**src/rtl/fmul_arb_if.sv**
```systemverilog
// Bundle of requester-side and multiplier-side signals for fmul_arb.
//
// Handshake semantics (all channels): a transfer happens on a rising clk edge
// where valid and ready are both 1. A producer holds valid and its payload
// stable until that edge; it may drop valid before the transfer, in which case
// nothing is transferred. Ready may depend combinationally on valid.
interface fmul_arb_if #(
  parameter int NREQ = 4,
  parameter int W    = 32
);
  logic [NREQ-1:0]   req_valid_i;
  logic [NREQ-1:0]   req_ready_o;
  logic [NREQ*W-1:0] req_a_i;
  logic [NREQ*W-1:0] req_b_i;
  logic [NREQ*3-1:0] req_rm_i;
  logic              fmul_valid_o;
  logic [W-1:0]      fmul_a_o;
  logic [W-1:0]      fmul_b_o;
  logic [2:0]        fmul_rm_o;
  logic              pipe_en_o;
  logic [W-1:0]      fmul_result_i;
  logic [4:0]        fmul_fflags_i;
  logic [NREQ-1:0]   resp_valid_o;
  logic [NREQ-1:0]   resp_ready_i;
  logic [W-1:0]      resp_result_o;
  logic [4:0]        resp_fflags_o;
  logic              busy_o;

  // Arbiter view
  modport slave (
    input  req_valid_i, req_a_i, req_b_i, req_rm_i,
    input  fmul_result_i, fmul_fflags_i, resp_ready_i,
    output req_ready_o, fmul_valid_o, fmul_a_o, fmul_b_o, fmul_rm_o,
    output pipe_en_o, resp_valid_o, resp_result_o, resp_fflags_o, busy_o
  );

  // Requesters + multiplier view
  modport master (
    output req_valid_i, req_a_i, req_b_i, req_rm_i,
    output fmul_result_i, fmul_fflags_i, resp_ready_i,
    input  req_ready_o, fmul_valid_o, fmul_a_o, fmul_b_o, fmul_rm_o,
    input  pipe_en_o, resp_valid_o, resp_result_o, resp_fflags_o, busy_o
  );
endinterface

```
**src/rtl/fmul_arb.sv**
```systemverilog
// Round-robin arbiter sharing one fixed-latency FP32 multiplier among NREQ
// requesters. A shift-register tracker follows each in-flight op's requester
// ID so the result can be steered back; a stalled output freezes the whole
// pipeline through the single global stage enable.
module fmul_arb #(
  parameter int NREQ      = 4,
  parameter int IDW       = 2,
  parameter int LATENCY   = 3,
  parameter int EXPWIDTH  = 8,
  parameter int PRECISION = 24
) (
  input logic      clk,
  input logic      rst,
  fmul_arb_if.slave bus
);
  localparam int W = EXPWIDTH + PRECISION;

  logic [LATENCY-1:0] vld_q, vld_d;
  logic [IDW-1:0]     id_q [LATENCY];
  logic [IDW-1:0]     id_d [LATENCY];
  logic [IDW-1:0]     ptr_q, ptr_d;

  logic               out_v;
  logic [IDW-1:0]     out_id;
  logic               out_rdy;
  logic               pipe_en;
  logic               any_req;
  logic               issue;
  logic [IDW-1:0]     gnt_id;
  logic [IDW-1:0]     cand;
  logic [IDW-1:0]     sel_id;
  logic [NREQ-1:0]    req_ready;
  logic [NREQ-1:0]    resp_valid;
  logic [W-1:0]       mux_a, mux_b;
  logic [2:0]         mux_rm;

  assign out_v  = vld_q[LATENCY-1];
  assign out_id = id_q[LATENCY-1];

  // Readiness of the requester owning the result at the output stage
  always_comb begin
    out_rdy = 1'b0;
    for (int i = 0; i < NREQ; i++) begin
      if (out_id == IDW'(i)) out_rdy = bus.resp_ready_i[i];
    end
  end

  // Gating with rst keeps every handshake quiet while reset is held
  assign pipe_en = !rst && (!out_v || out_rdy);
  assign issue   = pipe_en && any_req;

  // Round-robin scan starting at ptr_q; first valid requester wins
  always_comb begin
    gnt_id  = '0;
    any_req = 1'b0;
    cand    = '0;
    for (int k = 0; k < NREQ; k++) begin
      cand = IDW'((int'(ptr_q) + k) % NREQ);
      for (int j = 0; j < NREQ; j++) begin
        if (!any_req && cand == IDW'(j) && bus.req_valid_i[j]) begin
          any_req = 1'b1;
          gnt_id  = cand;
        end
      end
    end
  end

  // Grant decode and operand mux (requester 0 fields when idle)
  always_comb begin
    req_ready = '0;
    sel_id    = issue ? gnt_id : '0;
    mux_a     = '0;
    mux_b     = '0;
    mux_rm    = '0;
    for (int j = 0; j < NREQ; j++) begin
      if (issue && gnt_id == IDW'(j)) req_ready[j] = 1'b1;
      if (sel_id == IDW'(j)) begin
        mux_a  = bus.req_a_i[j*W +: W];
        mux_b  = bus.req_b_i[j*W +: W];
        mux_rm = bus.req_rm_i[j*3 +: 3];
      end
    end
  end

  // One-hot response valid steered by the output-stage ID
  always_comb begin
    resp_valid = '0;
    for (int j = 0; j < NREQ; j++) begin
      if (!rst && out_v && out_id == IDW'(j)) resp_valid[j] = 1'b1;
    end
  end

  // Tracker and pointer next state: advance only on enabled cycles
  always_comb begin
    vld_d = vld_q;
    id_d  = id_q;
    ptr_d = ptr_q;
    if (pipe_en) begin
      vld_d[0] = issue;
      id_d[0]  = gnt_id;
      for (int k = 1; k < LATENCY; k++) begin
        vld_d[k] = vld_q[k-1];
        id_d[k]  = id_q[k-1];
      end
      if (issue) ptr_d = IDW'((int'(gnt_id) + 1) % NREQ);
    end
  end

  // State registers; reset drops every in-flight op
  always_ff @(posedge clk) begin
    if (rst) begin
      vld_q <= '0;
      ptr_q <= '0;
      for (int k = 0; k < LATENCY; k++) id_q[k] <= '0;
    end else begin
      vld_q <= vld_d;
      id_q  <= id_d;
      ptr_q <= ptr_d;
    end
  end

  assign bus.req_ready_o   = req_ready;
  assign bus.fmul_valid_o  = issue;
  assign bus.fmul_a_o      = mux_a;
  assign bus.fmul_b_o      = mux_b;
  assign bus.fmul_rm_o     = mux_rm;
  assign bus.pipe_en_o     = pipe_en;
  assign bus.resp_valid_o  = resp_valid;
  assign bus.resp_result_o = bus.fmul_result_i;
  assign bus.resp_fflags_o = bus.fmul_fflags_i;
  assign bus.busy_o        = |vld_q;
endmodule

```
**src/flat_wrapper.sv**
```systemverilog
// flat-port wrapper written by rule: the top's interface ports become plain ports
module fmul_arb_flat 
#(
  parameter int NREQ      = 4,
  parameter int IDW       = 2,
  parameter int LATENCY   = 3,
  parameter int EXPWIDTH  = 8,
  parameter int PRECISION = 24
)
  (clk, rst, bus_req_valid_i, bus_req_a_i, bus_req_b_i, bus_req_rm_i, bus_fmul_result_i, bus_fmul_fflags_i, bus_resp_ready_i, bus_req_ready_o, bus_fmul_valid_o, bus_fmul_a_o, bus_fmul_b_o, bus_fmul_rm_o, bus_pipe_en_o, bus_resp_valid_o, bus_resp_result_o, bus_resp_fflags_o, bus_busy_o);
  fmul_arb_if #(.NREQ(NREQ), .W((32))) bus_i ();
  input logic clk;
  input logic rst;
  input wire logic [$bits(bus_i.req_valid_i)-1:0] bus_req_valid_i;
  input wire logic [$bits(bus_i.req_a_i)-1:0] bus_req_a_i;
  input wire logic [$bits(bus_i.req_b_i)-1:0] bus_req_b_i;
  input wire logic [$bits(bus_i.req_rm_i)-1:0] bus_req_rm_i;
  input wire logic [$bits(bus_i.fmul_result_i)-1:0] bus_fmul_result_i;
  input wire logic [$bits(bus_i.fmul_fflags_i)-1:0] bus_fmul_fflags_i;
  input wire logic [$bits(bus_i.resp_ready_i)-1:0] bus_resp_ready_i;
  output wire logic [$bits(bus_i.req_ready_o)-1:0] bus_req_ready_o;
  output wire logic [$bits(bus_i.fmul_valid_o)-1:0] bus_fmul_valid_o;
  output wire logic [$bits(bus_i.fmul_a_o)-1:0] bus_fmul_a_o;
  output wire logic [$bits(bus_i.fmul_b_o)-1:0] bus_fmul_b_o;
  output wire logic [$bits(bus_i.fmul_rm_o)-1:0] bus_fmul_rm_o;
  output wire logic [$bits(bus_i.pipe_en_o)-1:0] bus_pipe_en_o;
  output wire logic [$bits(bus_i.resp_valid_o)-1:0] bus_resp_valid_o;
  output wire logic [$bits(bus_i.resp_result_o)-1:0] bus_resp_result_o;
  output wire logic [$bits(bus_i.resp_fflags_o)-1:0] bus_resp_fflags_o;
  output wire logic [$bits(bus_i.busy_o)-1:0] bus_busy_o;
  assign bus_i.req_valid_i = bus_req_valid_i;
  assign bus_i.req_a_i = bus_req_a_i;
  assign bus_i.req_b_i = bus_req_b_i;
  assign bus_i.req_rm_i = bus_req_rm_i;
  assign bus_i.fmul_result_i = bus_fmul_result_i;
  assign bus_i.fmul_fflags_i = bus_fmul_fflags_i;
  assign bus_i.resp_ready_i = bus_resp_ready_i;
  assign bus_req_ready_o = bus_i.req_ready_o;
  assign bus_fmul_valid_o = bus_i.fmul_valid_o;
  assign bus_fmul_a_o = bus_i.fmul_a_o;
  assign bus_fmul_b_o = bus_i.fmul_b_o;
  assign bus_fmul_rm_o = bus_i.fmul_rm_o;
  assign bus_pipe_en_o = bus_i.pipe_en_o;
  assign bus_resp_valid_o = bus_i.resp_valid_o;
  assign bus_resp_result_o = bus_i.resp_result_o;
  assign bus_resp_fflags_o = bus_i.resp_fflags_o;
  assign bus_busy_o = bus_i.busy_o;
  fmul_arb #(.NREQ(NREQ), .IDW(IDW), .LATENCY(LATENCY), .EXPWIDTH(EXPWIDTH), .PRECISION(PRECISION)) u_core (.clk(clk), .rst(rst), .bus(bus_i));
endmodule
```
**config.mk**
```make
export PLATFORM = sky130hd
export DESIGN_NAME = fmul_arb_flat
export DESIGN_NICKNAME = d
export VERILOG_FILES = /design/src/rtl/fmul_arb_if.sv /design/src/rtl/fmul_arb.sv /design/src/flat_wrapper.sv
export SDC_FILE = /design/constraint.sdc
export NUM_CORES = 1
export LEC_CHECK = 0
export ABC_AREA = 1
export BUFFER_PORTS_ARGS = -buffer_cell sky130_fd_sc_hd__buf_4
export CORE_AREA = 2 2 169 171
export DETAILED_ROUTE_END_ITERATION = 12
export DIE_AREA = 0 0 171 173
export GPL_TIMING_DRIVEN = 0
export SLEW_MARGIN = 20
export SYNTH_ARGS = -nofsm -noshare
export SYNTH_HDL_FRONTEND = slang
export SYNTH_SLANG_ARGS = --single-unit
```
**constraint.sdc**
```tcl
create_clock -name clk -period 3.3 [get_ports clk]
set_input_delay 0.165 -clock clk [delete_from_list [all_inputs] [get_ports clk]]
set_output_delay 0.165 -clock clk [all_outputs]
set_load 0.01 [all_outputs]
```
# Word level (Yosys, flattened, before mapping)
# Cells that the tools add are included.
word_totals:
  wordCells: 156
  out_inout_bits: 115
  inputBits: 315
  reg_bits: 11
op_classes:
  add_sub_neg: 4
  reduce_logical: 69
  n_eq_ne: 21
  n_mux: 57
op_table:
  columns: ["op", "count"]
  rows:
  - ["two-way mux 32 bit", 8]
  - ["logical AND 1 bit", 42]
  - ["two-way mux 2 bit", 17]
  - ["equality test 2 bit, second input constant", 14]
  - ["two-way mux 1 bit", 28]
  - ["logical NOT 1 bit", 17]
  - ["equality test 2 x 1 -> 1 bit, second input constant", 7]
  - ["logical NOT 2 bit", 7]
  - ["two-way mux 3 bit", 4]
  - ["adder 2 x 1 -> 2 bit, second input constant", 2]
  - ["adder 2 bit, second input constant", 2]
  - ["OR reduction 3 bit", 1]
  - ["AND reduction 2 bit", 1]
  - ["logical OR 1 bit", 1]

# Longest topological paths before layout
# Gate-level depths: netlist of the first run.
logic_depth:
  word_depth: 70
  mapped_depth: 19
  mapped_depth_nobuf: 17

# Worst setup path after synthesis of the first run
# OpenSTA, ideal clock, no wires.
synth_timing:
  path_kind: "register to register"
  startpoint: "register u_core.ptr_q[0]"
  endpoint: "register u_core.ptr_q[1]"
  stages_incl_launch_ff: 16
  setup_ns: 0.123
  synth_period_minus_slack_ns: 2.546
  required_ns: 3.177
  t_arrival_ns: 2.423
  path_buffers: 1
  setup_slack_ns: 0.754
  path_cell_list: "dfxtp_1 > inv_1 > ha_1 > nand2_1 > nand2_1 > nor2_2 > nand3_1 > a21oi_1 > nand2_1 > nand2_1 > nor2_1 > nor2_4 > clkbuf_1 > ha_1 > o21ai_0 > a21oi_1"
synth_between:
  elab_cells_between_ends: 100
  classes_between: "4 x add/sub; 12 x eq/ne; 32 x mux; 52 x reduce/logical"
synth_rtl:
  columns: ["item", "line_no", "text"]
  rows:
  - ["start: declaration", "fmul_arb.sv:21", "logic [IDW-1:0] ptr_q, ptr_d;"]
  - ["start signal: assignment", "fmul_arb.sv:118", "ptr_q <= ptr_d;"]
  - ["logical NOT 2 bit", "fmul_arb.sv:60", "if (!any_req && cand == IDW'(j) && bus.req_valid_i[j]) begin"]
  - ["logical AND 1 bit", "fmul_arb.sv:60", null]
  - ["two-way mux 1 bit", "fmul_arb.sv:60", null]
  - ["logical NOT 1 bit", "fmul_arb.sv:60", null]
  - ["logical AND 1 bit (2 in series)", "fmul_arb.sv:60", null]
  - ["two-way mux 1 bit", "fmul_arb.sv:60", null]
  - ["logical NOT 1 bit", "fmul_arb.sv:60", null]
  - ["logical AND 1 bit (2 in series)", "fmul_arb.sv:60", null]
  - ["[45 not listed]", null, null]
  - ["logical NOT 1 bit", "fmul_arb.sv:60", null]
  - ["logical AND 1 bit (2 in series)", "fmul_arb.sv:60", null]
  - ["two-way mux 1 bit", "fmul_arb.sv:60", null]
  - ["logical NOT 1 bit", "fmul_arb.sv:60", null]
  - ["logical AND 1 bit (2 in series)", "fmul_arb.sv:60", null]
  - ["two-way mux 2 bit *", "fmul_arb.sv:60", null]
  - ["via u_core.gnt_id[1]", "fmul_arb.sv:29", "logic [IDW-1:0] gnt_id;"]
  - ["adder 2 x 1 -> 2 bit *", "fmul_arb.sv:105", "if (issue) ptr_d = IDW'((int'(gnt_id) + 1) % NREQ);"]
# Mark *: on every way through the listed nets, which the timed path passes. The rest lies on a longest branch.
# A chain may end at the register's enable or synchronous reset.

# Final worst setup path of the first run
layout_timing:
  startpoint: "register u_core.ptr_q[0]"
  endpoint: "output bus_fmul_b_o[11]"
layout_between:
  elab_cells_between_ends: 107
  classes_between: "3 x add/sub; 15 x eq/ne; 37 x mux; 52 x reduce/logical"
layout_rtl:
  columns: ["item", "line_no", "text"]
  rows:
  - ["logical NOT 2 bit", "fmul_arb.sv:60", null]
  - ["logical AND 1 bit", "fmul_arb.sv:60", null]
  - ["two-way mux 1 bit", "fmul_arb.sv:60", null]
  - ["logical NOT 1 bit", "fmul_arb.sv:60", null]
  - ["logical AND 1 bit (2 in series)", "fmul_arb.sv:60", null]
  - ["two-way mux 1 bit", "fmul_arb.sv:60", null]
  - ["logical NOT 1 bit", "fmul_arb.sv:60", null]
  - ["logical AND 1 bit (2 in series)", "fmul_arb.sv:60", null]
  - ["[49 not listed]", null, null]
  - ["logical NOT 1 bit", "fmul_arb.sv:60", null]
  - ["logical AND 1 bit (2 in series)", "fmul_arb.sv:60", null]
  - ["two-way mux 2 bit *", "fmul_arb.sv:60", null]
  - ["via u_core.gnt_id[0]", "fmul_arb.sv:29", null]
  - ["two-way mux 2 bit *", "fmul_arb.sv:71", "sel_id = issue ? gnt_id : '0;"]
  - ["logical NOT 2 bit", "fmul_arb.sv:77", "if (sel_id == IDW'(j)) begin"]
  - ["two-way mux 32 bit (3 in series)", "fmul_arb.sv:77", null]
  - ["two-way mux 32 bit *", "fmul_arb.sv:77", null]
  - ["end: declaration", "flat_wrapper.sv:24", "output wire logic [$bits(bus_i.fmul_b_o)-1:0] bus_fmul_b_o;"]
# Marked as above.

==> out/qor.csv, run 1 <==
metric,value,unit
slew_viol_final,0,
wire_per_inst,13.8,um
synth_top_area_share,47.8,%
dp_cells,1574,
portBuffers,392,
clk_latency,230,ps
startpoint_type,flip-flop,
clockBufferDepth,2,
grt_pass1_vias,5802,
drtIter0Drc,185,
fin_area,7480,um2
viasPerCell,3.86,
area_growth,101,%
top_usage_layer,met2,
grt_start_max_net_pins,20,
critPathTopFamily,simple AND/OR/NAND/NOR gates,
endpoint_kind,output pin,
drt_first_pass_iters,6,
num_vias,6144,
antenna_found_initial,0,
status,"finished, final reports clean",
cts_tree,built,
grt_pass1_wl,30900,um
r2r_cells,16,
dieArea,29600,um2
synth-seq-area-share,5.92,%
netlist_top_cells_count,"474 x nand2_1, 124 x inv_1, 43 x buf_4",
ys_ff_latch,11,
critPathKind,reg2out,
post-synth-top-count-cell,nand2_1,
grt_util_met3,2.20,%
placedInstanceArea,7140,um2
grtUsageMet2,26.3,%
clockRootBuffer,clkbuf_16,
stdcell_count,1591,
clkSinkCount,11,
use_met1,14.5,%
min_to,u_core.vld_q[2],
finClkSkew,1.09,ps
path_cells,"inv_1, ha_1, nand2_1, nand2_1, nor2_4, nand3_2, nor2_4, o2111ai_2, nand2_2, clkinvlp_4, nor2_4, buf_12, clkbuf_4, nand2_1, nand2_1, nand2_1, buf_4",
synth_top_area_cell,nand2_1,
grt_overflow,0,
finalHoldViolations,0,
syn_area_per_cell,4.63,um2
place_ws,-410,ps
fmax,322,MHz
hold_buffers,0,
nets,1538,
critPathArrivalTime,2940,ps
finalCritPeriodShare,94.1,%
power_density,856,nW/um2
ys.warnings.count,0,
drive_gt1_share,41.7,%
r2r_start,u_core.ptr_q[0],
path_common_cell,nand2_1,
ir_worst_vdd,0.352,mV
synthArstFlopShare,0,%
rr_endpoint,u_core.ptr_q[1],
fp.coreArea,27600,um2
cap_violations,0,
worstMarginPinSlew,480,ps
initial_core_util,13.5,%
setup_viol,0,
ios,430,
holdPathStages,2,
min-delay-start,rst,
max_stage_delay,380,ps
die_x,171,um
netlist_area,3720,um2
synth_ff_type,dfxtp_1,
track_usage,13.4,%
numCtsBuffers,3,
drcViolationCount,0,
leakage,4.57,nW
min_period,3110,ps
n_antenna_cell,0,
synth-edff-count,0,
r2r_slack,430,ps
ant_nets,0,
path_clk_slew,40,ps
die_y,173,um
crit_slowest_cell,dfxtp_2,
dp_hpwl,18500,um
hold_path_class,in2reg,
path_max_fanout,10,
setup_ws,194,ps
row_count,61,
synthCells,804,
wl,21900,um
crit_buf_inv,5,
syn_nets,1128,
synth_area_leaders,"nand2_1 48%, inv_1 13%, buf_4 8.7%, dfxtp_1 5.9%, nand4_1 5.5%",
n_fill_cell,3178,
slew_headroom,68.0,%
required,3130,ps
htreeDepth,1,
gp_congestion,0.817,
synth_cell_types,27,
==> per-stage QoR <==
step	hold WS, ps	util, %	power, mW	TNS [ps]
3_5_place_dp	368	25.8	5.82	-17350
2_1_floorplan	234	-	3.17	0
3_3_place_gp	368	25.8	5.80	-16870
4_1_cts	126	26.7	6.32	0
6_report	133	27.1	6.41	0
5_1_grt	141	27.1	7.07	-109
==> final cells by class <==
type	instances	area, um2	share of cell area (%)
Tap cell	378	473	6.32
Clock buffer	4	78.8	1.05
Sequential cell	11	221	2.96
Timing Repair Buffer	408	3080	41.1
Buffer	71	553	7.39
Multi-Input combinational cell	593	2600	34.8
Inverter	126	477	6.37
==> layer usage <==
layer	wire length, um	vias to the layer above	share of wire [%]
met5	0	-	0
met4	619	0	2.8
met3	1750	32	8.0
met2	11300	302	52
met1	8200	2636	37
li1	-	3174	-
==> worst reg2reg max path, stage by stage, from the launching register on <==
cell and delay [ps]:
dfxtp_2 380, inv_1 120, ha_1 270, nand2_1 100, nand2_1 90, nor2_4 150
nand3_2 120, a21oi_2 150, nand2_1 100, nand2_1 70, nor2_1 60, nor2_4 170
buf_4 150, clkbuf_2 240, ha_1 290, o21ai_0 220, a21oi_1 60
==> cells by family (layout without fill, tap and decap cells) <==
kind of cell	count (synthesis)	in the layout	share of synthesized area, %
simple gates	563	563	62.0
buf+inv	200	609	25.8
compound gates	21	21	3.29
flops	11	11	5.92
fa+ha+maj	9	9	3.03
==> layout by cell type (no fill, tap or decap) <==
cell and instances:
nand3_4 2, a41oi_1 1, nand2_1 473, clkinvlp_4 1, nor3_2 1, a21oi_2 2, clkbuf_2 5, nor2_1 10
clkbuf_1 2, buf_4 454, nor2_2 2, ha_1 9, a21oi_1 7, buf_12 2, o21ai_0 8, nor2_4 6
dfxtp_2 1, inv_1 123, o2111ai_2 1, and3_1 2, buf_6 10, clkbuf_16 3, nor3_1 4, o211ai_2 1
dfxtp_1 10, buf_2 4, clkbuf_4 3, nand2_2 2, nand3_2 4, nand4_1 33, o31ai_1 1, nand3_1 23
nor3b_1 1, inv_2 2
==> what timing repair did <==
item / in CTS / in global routing
resized for setup: 18 / 41
endpoints found under the setup margin: 70 / 70
pin swaps: 6 / 6
setup buffers: 11 / 5
endpoints found under the hold margin: 0 / 0
==> power by group <==
group          internal [mW]  switching (mW)  leakage, nW
sequential             0.175          0.0338       0.0910
clock                  0.161          0.0511       0.0382
combinational           2.58            3.40         4.44
total                   2.92            3.49         4.57
==> flip-flops by register name, indices dropped and copies added (netlist names) <==
name           flops
u_core.id_q        4
u_core.out_id      2
u_core.ptr_q       2
u_core.vld_q       3
==> how the worst max path moves through the flow <==
stage                    start                to  cells past startpoint
4_1_cts        u_core.ptr_q[0]  bus_fmul_a_o[15]                     16
5_1_grt        u_core.ptr_q[0]  bus_fmul_a_o[14]                     18
3_5_place_dp   u_core.ptr_q[0]   bus_fmul_b_o[4]                     16
2_1_floorplan  u_core.ptr_q[0]   u_core.ptr_q[1]                     15
3_3_place_gp   u_core.ptr_q[0]   bus_fmul_b_o[4]                     16
6_report       u_core.ptr_q[0]  bus_fmul_b_o[11]                     17
Note: power is estimated with default switching activity, not from simulation.
==> run 2, diff against run 1 <==
==> constraint.sdc (replaced) <==
create_clock -name clk -period 3.3 [get_ports clk]
set_input_delay 0.33 -clock clk [delete_from_list [all_inputs] [get_ports clk]]
set_output_delay 0.33 -clock clk [all_outputs]
set_load 0.01 [all_outputs]
==> run 2 against run 1 <==
Against the previous run:
- setup slack worse by 23 ps
- power increased by 4.5%
- fmax is 0.74% lower
- register-to-register slack better by 280 ps
- largest power group unchanged
- highest routed layer unchanged
==> out/qor.csv, run 2 (synthesis gave the netlist of run 1 again) <==
metric,value,unit,change
status,"finished, final reports clean",,
n_antenna_cell,0,,unchanged
fmax,320,MHz,-0.74%
r2r_cells,15,,-1
nets,1547,,+0.59%
initial_core_util,13.5,%,unchanged
fp.coreArea,27600,um2,unchanged
r2r_slack,710,ps,+280 ps
path_max_fanout,10,,unchanged
cp.depth,17,,unchanged
path_common_cell,nand2_1,,
crit_end,bus_fmul_b_o[28],,
clkSinkCount,11,,unchanged
place_ws,-575,ps,-165 ps
crit_start,u_core.ptr_q[0],,
grt_overflow,0,,unchanged
critPathArrivalTime,2800,ps,-140 ps
die_x,171,um,unchanged
n_fill_cell,3163,,-0.47%
wl,22200,um,+1.3%
max_stage_delay,370,ps,about the same
path_cells,"inv_2, ha_2, nand2_1, nand2_2, nor2_4, nand3_4, nor2_4, o2111ai_4, nand2_2, clkinvlp_4, nor2_4, buf_12, clkbuf_4, nand2_1, nand2_1, nand2_1, buf_4",,
startpoint_type,flip-flop,,
finClkSkew,0.768,ps,-0.325 ps
largest_reg_flops,4,,unchanged
critPathKind,reg2out,,
hold_buffers,0,,unchanged
power_density,871,nW/um2,+1.7%
drive_gt1_share,43.2,%,+1.5 points
setup_tns,0,ps,unchanged
ant_nets,0,,unchanged
finalHoldViolations,0,,unchanged
r2r_start,u_core.ptr_q[0],,
finalCritPeriodShare,94.8,%,+0.70 points
grt_pass1_vias,5845,,+0.74%
final_cell_mix,"468 x nand2_1, 454 x buf_4, 121 x inv_1, 33 x nand4_1, 23 x nand3_1",,
rr_endpoint,u_core.ptr_q[1],,
worstMarginPinSlew,463,ps,-17.3 ps
slew_headroom,69.2,%,+1.2 points
dieArea,29600,um2,unchanged
dp_cells,1574,,unchanged
setup_viol,0,,unchanged
clockBufferDepth,2,,unchanged
drt_first_pass_iters,4,,-2
path_clk_slew,40,ps,about the same
largestRegisters,"u_core.id_q: 4 flops, u_core.vld_q: 3 flops",,
min_period,3130,ps,+23.2 ps
hold_path_class,in2reg,,
ir_worst_vdd,0.372,mV,+5.7%
leakage,4.64,nW,+1.5%
grt_pass1_wl,31200,um,+0.98%
critPathTopFamily,simple AND/OR/NAND/NOR gates,,
dp_hpwl,18500,um,unchanged
grt_start_max_net_pins,12,,-40%
cts_tree,built,,
antenna_found_initial,0,,unchanged
viasPerCell,3.88,,+0.36%
area_growth,106,%,
setup_ws,170,ps,-23.2 ps
drtIter0Drc,187,,+1.1%
htreeDepth,1,,unchanged
stdcell_count,1600,,+0.57%
drcViolationCount,0,,unchanged
die_y,173,um,unchanged
cap_violations,0,,unchanged
clockRootBuffer,clkbuf_16,,
numCtsBuffers,3,,unchanged
largest-register,u_core.id_q,,
crit_slowest_cell,dfxtp_4,,
layout_commonest_cell,nand2_1,,
clk_latency,230,ps,about the same
crit_buf_inv,5,,unchanged
required,2970,ps,-160 ps
wire_per_inst,13.9,um,+0.70%
track_usage,13.6,%,+0.15 points
portBuffers,392,,unchanged
row_count,61,,unchanged
slew_viol_final,0,,unchanged
endpoint_kind,output pin,,
gp_congestion,0.817,,unchanged
num_vias,6201,,+0.93%
ios,430,,unchanged
-- run 2: power breakdown --
part	total, mW	switching (mW)	internal (mW)
combinational	6.27	3.49	2.78
clock	0.214	0.0527	0.162
sequential	0.212	0.0341	0.178
total	6.69	3.57	3.12
-- run 2: per-stage QoR --
step | hold slack [ps] | area (um2) | total power, mW | utilization, %
6_report | 296 | 7680 | 6.69 | 27.8
5_1_grt | 305 | 7680 | 7.38 | 27.8
4_1_cts | 291 | 7510 | 6.52 | 27.2
3_5_place_dp | 449 | 7140 | 5.82 | 25.8
3_3_place_gp | 446 | 7140 | 5.80 | 25.8
2_1_floorplan | 399 | 3720 | 3.17 | -
-- run 2: timing repair --
| item | CTS | global route |
|---|---|---|
| endpoints found under the hold margin | 0 | 0 |
| gates resized for setup | 43 | 42 |
| pin swaps | 13 | 12 |
| endpoints found under the setup margin | 70 | 70 |
| setup buffers | 16 | 9 |
-- run 2: area by class of cell --
class,instances,area [um2],share of cell area (%)
multi-input cells,593,2660,34.6
clock buffers,4,78.8,1.03
plain buffers,71,593,7.72
well taps,378,473,6.15
repair buffers,417,3180,41.4
flip-flops and latches,11,225,2.93
inverters,126,477,6.20
-- run 2: per-layer routing --
layer	vias to the layer above	global-route usage, %	share of wire [%]
met5	-	0	0
met4	0	3.67	2.9
met3	30	2.20	8.0
met2	304	26.7	52
met1	2679	14.6	37
li1	3188	-	-
-- run 2: worst min path at each step --
stage,startpoint,to,depth (start not counted)
after floorplan,rst,u_core.vld_q[2],1
after global placement,u_core.id_q[3],u_core.id_q[3],2
after detailed placement,u_core.id_q[3],u_core.out_id[1],2
after CTS,rst,u_core.vld_q[2],2
after global routing,rst,u_core.vld_q[2],2
final,rst,u_core.vld_q[2],2
==> run 3, diff against run 2 <==
- CORE_AREA: 2 2 169 171 -> 2 2 167 169
- DIE_AREA: 0 0 171 173 -> 0 0 169 171
- PLACE_DENSITY_LB_ADDON: default -> 0.2
- clock period: 3.3 -> 3.8 ns (I/O delays scaled with it)
==> run 3 against run 2 <==
Against the previous run:
- worst hold slack gained 47 ps
- first-iteration DRC count shrank 12%
- routed wire length shrank 1.6%
- critical path depth shrank 1
- global-route usage grew 0.38 points
- largest power group unchanged
- highest routed layer unchanged
- final cell count shrank 3.0%
- sequential power shrank 15%
- setup slack gained 130 ps
==> out/qor.csv, run 3 (synthesis gave the netlist of run 1 again) <==
metric,value,unit,change
status,"finished, final reports clean",,
whs,343,ps,+46.7 ps
area_growth,96.2,%,
hold_path_class,in2reg,,
slew_headroom,67.2,%,-2.0 points
rr_endpoint,u_core.ptr_q[1],,
critPathKind,reg2out,,
seqCellArea,221,um2,-1.7%
portBuffers,392,,unchanged
grt_util_met3,2.64,%,+0.44 points
min_period,3500,ps,
cp.depth,16,,-1
drt_first_pass_iters,4,,unchanged
startpoint_type,flip-flop,,
slew_viol_final,0,,unchanged
holdPathStages,2,,unchanged
antenna_found_initial,0,,unchanged
wl,21800,um,-1.6%
dp_hpwl,18200,um,-1.3%
final_util,26.7,%,-1.1 points
setup_viol,0,,unchanged
crit_start,u_core.ptr_q[0],,
crit_end,bus_fmul_b_o[24],,
grt_setup_unrepaired,no,,
largest-register,u_core.id_q,,
cts_tree,built,,
crit_buf_inv,4,,-1
grt_pass1_wl,31500,um,+0.86%
ios,430,,unchanged
fp.coreArea,27300,um2,-1.1%
hold_buffers,0,,unchanged
critPathArrivalTime,3120,ps,+320 ps
finalCritPeriodShare,92.1,%,
finalHoldViolations,0,,unchanged
clockBufferDepth,2,,unchanged
die_x,169,um,-1.2%
n_fill_cell,3225,,+2.0%
path_common_cell,nand2_1,,
drive_gt1_share,40.5,%,-2.7 points
crit_slowest_cell,dfxtp_2,,
cap_violations,0,,unchanged
clkSinkCount,11,,unchanged
use_met1,16.8,%,+2.2 points
leakage,4.52,nW,-2.6%
max_stage_delay,380,ps,about the same
final_cell_mix,"474 x nand2_1, 437 x buf_4, 124 x inv_1, 33 x nand4_1, 25 x nand3_1",,
gp_congestion,0.770,,-5.7%
path_clk_slew,40,ps,about the same
grtUsageMet2,26.6,%,-0.093 points
drtIter0Drc,165,,-12%
grt_start_max_net_pins,12,,unchanged
row_count,61,,unchanged
initial_core_util,13.6,%,+0.15 points
drcViolationCount,0,,unchanged
layout_commonest_cell,nand2_1,,
largest_reg_flops,4,,unchanged
endpoint_kind,output pin,,
r2r_slack,1000,ps,+290 ps
n_antenna_cell,0,,unchanged
wire_per_inst,14.0,um,+1.4%
worstMarginPinSlew,492,ps,+29.9 ps
dieArea,28900,um2,-2.3%
die_y,171,um,-1.2%
htreeDepth,1,,unchanged
viasPerCell,3.83,,-1.2%
grt_overflow,0,,unchanged
track_usage,13.9,%,+0.38 points
ant_nets,0,,unchanged
clk_latency,230,ps,about the same
nets,1531,,-1.0%
numCtsBuffers,3,,unchanged
grt_pass1_vias,5749,,-1.6%
r2r_start,u_core.ptr_q[0],,
path_cells,"inv_1, ha_1, nand2_1, nand2_1, nor2_4, nand3_1, nor2_2, o211ai_2, nand3_1, nand2_1, nor2_4, buf_6, clkbuf_4, nand2_1, nand2_1, buf_4",,
top_usage_layer,met2,,
ir_worst_vdd,0.295,mV,-21%
largestRegisters,"u_core.id_q: 4 flops, u_core.vld_q: 3 flops",,
multi_input_comb_area,2570,um2,-3.4%
path_max_fanout,10,,unchanged
r2r_cells,16,,+1
finClkSkew,0.935,ps,+0.167 ps
num_vias,5941,,-4.2%
required,3420,ps,+450 ps
power_density,736,nW/um2,-15%
critPathTopFamily,simple AND/OR/NAND/NOR gates,,
clockRootBuffer,clkbuf_16,,
fmax,286,MHz,
-- run 3: stage by stage --
stage	TNS, ps	std cells	power (mW)	worst slack [ps]	cell area, um2
floorplan	0	804	2.75	1070	3720
global placement	-70.2	1542	5.09	-40.9	7100
detailed placement	-733	1542	5.08	-97.3	7100
CTS	0	1549	5.37	9.50	7230
global route	0	1552	6.00	5.22	7300
finish	0	1552	5.38	301	7300
-- run 3: how the worst min path moves through the flow --
stage / to / slack, ps / startpoint
after detailed placement: u_core.id_q[2] / 450 / u_core.id_q[2]
final: u_core.vld_q[2] / 340 / rst
after global placement: u_core.out_id[1] / 450 / u_core.id_q[3]
after global routing: u_core.vld_q[2] / 360 / rst
after CTS: u_core.vld_q[2] / 340 / rst
after floorplan: u_core.id_q[2] / 430 / u_core.id_q[2]
-- run 3: timing repair --
item	CTS	global route
gates resized for setup	8	12
pin swaps	2	1
setup endpoints to repair	66	69
buffers inserted	3	4
-- run 3: layer usage --
layer / wire length (um) / up-vias
met5: 0 / -
met1: 8860 / 2531
met2: 11200 / 247
met3: 1630 / 6
met4: 87 / 0
li1: - / 3157
-- run 3: layout make-up --
type                       instances  share of cell area [%]
timing repair buffer             399                    41.4
multi-input combinational        593                    35.2
buffer                            73                    6.97
inverter                         126                    6.48
tap                              346                    5.93
sequential                        11                    3.03
clock buffer                       4                    1.08
-- run 3: where the power goes --
part	switching, mW	internal [mW]	leakage, nW
combinational	2.89	2.11	4.39
clock	0.0503	0.141	0.0382
sequential	0.0290	0.152	0.0910
total	2.97	2.41	4.52
